==> src/rtl/seq_ctrl.sv <==
// seq_ctrl: multi-cycle instruction sequencer.
// Walks FETCH/DECODE/EXECUTE/MEMORY/WB/PCUPD with one-hot stage enables,
// bounds the data-memory wait, and holds the architectural PC.
// Optional build macro SEQ_CTRL_PERF_EN enables the cycle/instruction
// performance counters; without it both counter ports read constant 0.
//
// state   | meaning
// --------+-----------------------------------------------------------
// IDLE    | waiting for a start pulse
// FETCH   | opcode sampled and latched; fetch faults / halt detected
// DECODE  | one-cycle decode stage
// EXECUTE | one-cycle execute; picks MEMORY or WB from the latched opcode
// MEMORY  | dmem_req held high until ack, data fault or wait timeout
// WB      | one-cycle write-back stage
// PCUPD   | pc <= new_pc, then back to FETCH
// HALT    | absorbing, stat=HLT
// ERROR   | absorbing, stat=ADR or INS

module seq_ctrl #(
    parameter logic [63:0] RESET_PC    = 64'd0,
    parameter int unsigned MEM_TIMEOUT = 15
) (
    input  logic        clk,
    input  logic        rst_n,
    input  logic        start,
    input  logic [3:0]  icode,
    input  logic        imem_error,
    input  logic        dmem_ack,
    input  logic        dmem_error,
    input  logic [63:0] new_pc,
    output logic [63:0] pc,
    output logic        en_fetch,
    output logic        en_decode,
    output logic        en_execute,
    output logic        en_memory,
    output logic        en_wb,
    output logic        en_pc,
    output logic        dmem_req,
    output logic [1:0]  stat,
    output logic        halted,
    output logic        busy,
    output logic [31:0] cycle_cnt,
    output logic [31:0] instr_cnt
);

    localparam logic [1:0] STAT_AOK = 2'b00;
    localparam logic [1:0] STAT_HLT = 2'b01;
    localparam logic [1:0] STAT_ADR = 2'b10;
    localparam logic [1:0] STAT_INS = 2'b11;

    // A timeout of 0 still needs a one-bit counter.
    localparam int WAIT_W = (MEM_TIMEOUT < 1) ? 1 : $clog2(MEM_TIMEOUT + 1);
    localparam logic [WAIT_W-1:0] WAIT_LAST = WAIT_W'(MEM_TIMEOUT);

    typedef enum logic [3:0] {
        S_IDLE,
        S_FETCH,
        S_DECODE,
        S_EXECUTE,
        S_MEMORY,
        S_WB,
        S_PCUPD,
        S_HALT,
        S_ERROR
    } state_t;

    state_t            state;
    state_t            state_next;
    logic [1:0]        stat_next;
    logic [3:0]        icode_q;
    logic [WAIT_W-1:0] wait_cnt;
    logic              needs_mem;

    // Opcodes that touch data memory.
    always_comb begin
        case (icode_q)
            4'h4, 4'h5, 4'h8, 4'h9, 4'hA, 4'hB: needs_mem = 1'b1;
            default:                            needs_mem = 1'b0;
        endcase
    end

    // State and status register.
    always_ff @(posedge clk) begin
        if (!rst_n) begin
            state <= S_IDLE;
            stat  <= STAT_AOK;
        end else begin
            state <= state_next;
            stat  <= stat_next;
        end
    end

    // Next-state and status decode; fetch faults take priority over halt.
    always_comb begin
        state_next = state;
        stat_next  = stat;
        case (state)
            S_IDLE: begin
                if (start) state_next = S_FETCH;
            end
            S_FETCH: begin
                if (imem_error) begin
                    state_next = S_ERROR;
                    stat_next  = STAT_ADR;
                end else if (icode == 4'h0) begin
                    state_next = S_HALT;
                    stat_next  = STAT_HLT;
                end else if (icode > 4'hB) begin
                    state_next = S_ERROR;
                    stat_next  = STAT_INS;
                end else begin
                    state_next = S_DECODE;
                end
            end
            S_DECODE:  state_next = S_EXECUTE;
            S_EXECUTE: state_next = needs_mem ? S_MEMORY : S_WB;
            S_MEMORY: begin
                if (dmem_ack) begin
                    if (dmem_error) begin
                        state_next = S_ERROR;
                        stat_next  = STAT_ADR;
                    end else begin
                        state_next = S_WB;
                    end
                end else if (wait_cnt == WAIT_LAST) begin
                    state_next = S_ERROR;
                    stat_next  = STAT_ADR;
                end
            end
            S_WB:    state_next = S_PCUPD;
            S_PCUPD: state_next = S_FETCH;
            default: state_next = state;
        endcase
    end

    // Opcode latch, PC register and MEMORY wait counter.
    always_ff @(posedge clk) begin
        if (!rst_n) begin
            icode_q  <= 4'h0;
            pc       <= RESET_PC;
            wait_cnt <= '0;
        end else begin
            if (state == S_FETCH) icode_q <= icode;
            if (state == S_PCUPD) pc <= new_pc;
            if (state == S_MEMORY && state_next == S_MEMORY)
                wait_cnt <= wait_cnt + 1'b1;
            else
                wait_cnt <= '0;
        end
    end

    // Stage enables and status flags decoded from the current state.
    always_comb begin
        en_fetch   = (state == S_FETCH);
        en_decode  = (state == S_DECODE);
        en_execute = (state == S_EXECUTE);
        en_memory  = (state == S_MEMORY);
        en_wb      = (state == S_WB);
        en_pc      = (state == S_PCUPD);
        dmem_req   = (state == S_MEMORY);
        halted     = (state == S_HALT) || (state == S_ERROR);
        busy       = (state != S_IDLE) && (state != S_HALT) && (state != S_ERROR);
    end

`ifdef SEQ_CTRL_PERF_EN
    // Performance counters; both wrap naturally at 2^32.
    always_ff @(posedge clk) begin
        if (!rst_n) begin
            cycle_cnt <= 32'd0;
            instr_cnt <= 32'd0;
        end else begin
            if (busy)             cycle_cnt <= cycle_cnt + 32'd1;
            if (state == S_PCUPD) instr_cnt <= instr_cnt + 32'd1;
        end
    end
`else
    assign cycle_cnt = 32'd0;
    assign instr_cnt = 32'd0;
`endif

endmodule

==> config.mk <==
export PLATFORM = sky130hd
export DESIGN_NAME = seq_ctrl
export DESIGN_NICKNAME = d
export VERILOG_FILES = /design/src/rtl/seq_ctrl.sv
export SDC_FILE = /design/constraint.sdc
export NUM_CORES = 1
export LEC_CHECK = 0
export CAP_MARGIN = 20
export CORE_MARGIN = 4
export CORE_UTILIZATION = 42
export CTS_BUF_LIST = sky130_fd_sc_hd__clkbuf_8
export DETAILED_ROUTE_END_ITERATION = 10
export PLACE_DENSITY = 0.89
export SETUP_SLACK_MARGIN = 0.3
export SLEW_MARGIN = 20
export SYNTH_ARGS = -nofsm -noshare
export SYNTH_HDL_FRONTEND = slang
export SYNTH_SLANG_ARGS = --single-unit
==> constraint.sdc <==
create_clock -name clk -period 3.5 [get_ports clk]
set_clock_uncertainty 0.1 [all_clocks]
set_input_delay 0.525 -clock clk [delete_from_list [all_inputs] [get_ports clk]]
set_output_delay 0.525 -clock clk [all_outputs]
set_load 0.01 [all_outputs]
==> flow_metrics.env <==
export IMPL_antenna_found_initial=0
export IMPL_initial_utilization=0.4333
export IMPL_grt_pass1_wl_um=13770
export IMPL_clk_insertion_delay_late_ps=340
export IMPL_synth_edf_count=0
export IMPL_ios=213
export IMPL_ant_nets=0
export IMPL_worstSetupPathType="register to primary output"
export IMPL_synthMuxAreaShare=0.008392
export IMPL_place_congestion=0.7847
export IMPL_final_common_cell="clkdlybuf4s50_1"
export IMPL_async_flop_share=0
export IMPL_synth_cell_area_um2=3578
export IMPL_dieArea_um2=10060
export IMPL_yosys_register_bits=77
export IMPL_r2r_slack_ps=1410
export IMPL_syn_avg_cell_area_um2=8.341
export IMPL_hold_ws_ps=360.9
export IMPL_synth_warnings=0
export IMPL_finalCritPeriodShare=0.8162
export IMPL_endpoint_kind="primary output"
export IMPL_dp_hpwl_um=6631
export IMPL_cts_root_buf="clkbuf_8"
export IMPL_setup_viol_count_final=0
export IMPL_clk_pin_slew_ps=80
export IMPL_drive_above_1_share=0.04586
export IMPL_min_from="pc[12]"
export IMPL_maxCapViolations=0
export IMPL_r2r_start="state[2]"
export IMPL_slew_violations=0
export IMPL_synth_xor_area_frac=0.004895
export IMPL_worstPathRequired_ps=2870
export IMPL_htreeDepth=3
export IMPL_ys_flop_type="dfxtp_1"
export IMPL_fmax_mhz=350.1
export IMPL_seq_area_frac_synth=0.4308
export IMPL_cts_hold_buf=0
export IMPL_drt_iter0_drc=70
export IMPL_ir_drop_v=0.0002754
export IMPL_fin_nets=637
export IMPL_crit_arrival_ps=2230
export IMPL_powerDensity_nw_per_um2=382.9
export IMPL_synth_compound_area_frac=0.1720
export IMPL_ys_types=44
export IMPL_cts_made_buffers=9
export IMPL_tns_ps=0
export IMPL_syn_to_final_growth_pct=40.63
export IMPL_io_buffers=148
export IMPL_final_cell_mix="147 x clkdlybuf4s50_1, 131 x nand2_1, 77 x dfxtp_1"
export IMPL_cp_start_kind="register"
export IMPL_min_path_cells=2
export IMPL_num_vias=3115
export IMPL_synthSimpleGateAreaFrac=0.2049
export IMPL_crit_fanout=12
export IMPL_drc_errors=0
export IMPL_die_y_um=100.3
export IMPL_antenna_cells=0
export IMPL_gr_total_overflow=0
export IMPL_tightest_slew_ps=652.4
export IMPL_final_hold_violation_count=0
export IMPL_die_w_um=100.3
export IMPL_netlist_instances=429
export IMPL_worst_hold_path_type="register to register"
export IMPL_wl_per_cell_um=13.18
export IMPL_period_minus_slack_ps=2857
export IMPL_maxSlewHeadroom=0.5651
export IMPL_grt_pass1_vias=3091
export IMPL_synth_adder_area_share=0.003497
export IMPL_clkSinkCount=77
export IMPL_r2r_cells=6
export IMPL_leakage_nw=1.815
export IMPL_min_to="pc[12]"
export IMPL_outcome="completed"
export IMPL_core_um2=8258
export IMPL_vias_per_cell=4.635
export IMPL_synth_top_family_by_area="simple AND/OR/NAND/NOR gates"
export IMPL_first_pass_iters=4
export IMPL_cts_resized_gates=0
export IMPL_rsz0062_at_grt="no"
export IMPL_rows=33
export IMPL_grt_max_degree=65
export IMPL_cts_tree="yes"
export IMPL_reg2reg_to="pc[7]"
export IMPL_grt_use_total=0.1706
export IMPL_cts_buffer_depth=2
export IMPL_cts_setup_buffers=0
export IMPL_drt_total_wl_um=8859
## flip-flops by register name (all words and copies together), names as in the netlist
name      flops
state         4
icode_q       3
stat          2
pc           64
wait_cnt      4
## per-stage QoR
stage	worst slack [ps]	area (um2)	total power [mW]	utilization	instances
2_1_floorplan	1595	3815	1.196	-	492
3_3_place_gp	1103	4841	1.288	0.5862	656
3_5_place_dp	1016	4841	1.302	0.5862	656
4_1_cts	625.9	5032	1.951	0.6094	672
5_1_grt	521.7	5032	2.021	0.6094	672
6_report	643.3	5032	1.927	0.6094	672
## worst max-delay path, stage by stage, from the launching register on
cell,delay (ps)
dfxtp_1,570
or4b_1,600
inv_1,170
clkdlybuf4s50_1,560
## cell usage after synthesis (2+ instances only)
| cell | n | area (um2) |
|---|---|---|
| nand2_1 | 131 | 491.7 |
| dfxtp_1 | 77 | 1541 |
| a21boi_0 | 66 | 495.5 |
| buf_4 | 65 | 488.0 |
| clkbuf_1 | 15 | 56.30 |
| buf_2 | 10 | 50.05 |
| nor2b_1 | 7 | 43.79 |
| nor2_1 | 5 | 18.77 |
| inv_1 | 4 | 15.01 |
| nand3_1 | 4 | 20.02 |
| nor4_1 | 4 | 25.02 |
| mux2i_1 | 3 | 30.03 |
| o21ai_0 | 3 | 15.01 |
| a21oi_1 | 2 | 10.01 |
| a31oi_1 | 2 | 12.51 |
| and2_1 | 2 | 12.51 |
| nor3b_1 | 2 | 15.01 |
## how the worst max path moves through the flow
stage                   from        end  slack (ps)
CTS                 state[2]  en_memory         630
global placement    state[2]   dmem_req        1100
floorplan           state[3]  en_memory        1600
detailed placement  state[2]  en_memory        1020
global route        state[2]  en_memory         520
finish              state[2]  en_memory         640
## logic make-up after synthesis
| logic type | Yosys count |
|---|---|
| adders and majority gates | 1 |
| other | 1 |
| xor gates and xnor gates | 2 |
| buffers and inverters | 96 |
| DFF | 77 |
| muxes | 3 |
| and+or+nand+nor | 167 |
| AOI/OAI and AO/OA | 82 |
## power by group
group | internal (mW) | total (mW) | leakage (nW) | switching [mW]
clock network | 0.325 | 0.644 | 0.0964 | 0.319
registers | 0.901 | 0.939 | 0.621 | 0.0383
logic | 0.187 | 0.344 | 1.10 | 0.156
total | 1.41 | 1.93 | 1.81 | 0.513
## routing by layer
metal / global-route usage / up-vias / routed length, um
met5: 0 / - / 0
met4: 0.07047 / 0 / 152
met3: 0.06671 / 14 / 1016
met2: 0.3201 / 146 / 4556
met1: 0.1645 / 1432 / 3134
li1: - / 1523 / -
## layout make-up
cell class	instances	area, um2
clock buffer	9	123.9
clock inverter	7	67.56
fill	724	3226
inverter	4	15.01
multi-input combinational	319	1654
sequential	77	1541
tap	105	131.4
timing repair buffer	151	1499
No activity file was read; power rests on OpenSTA's default activity.
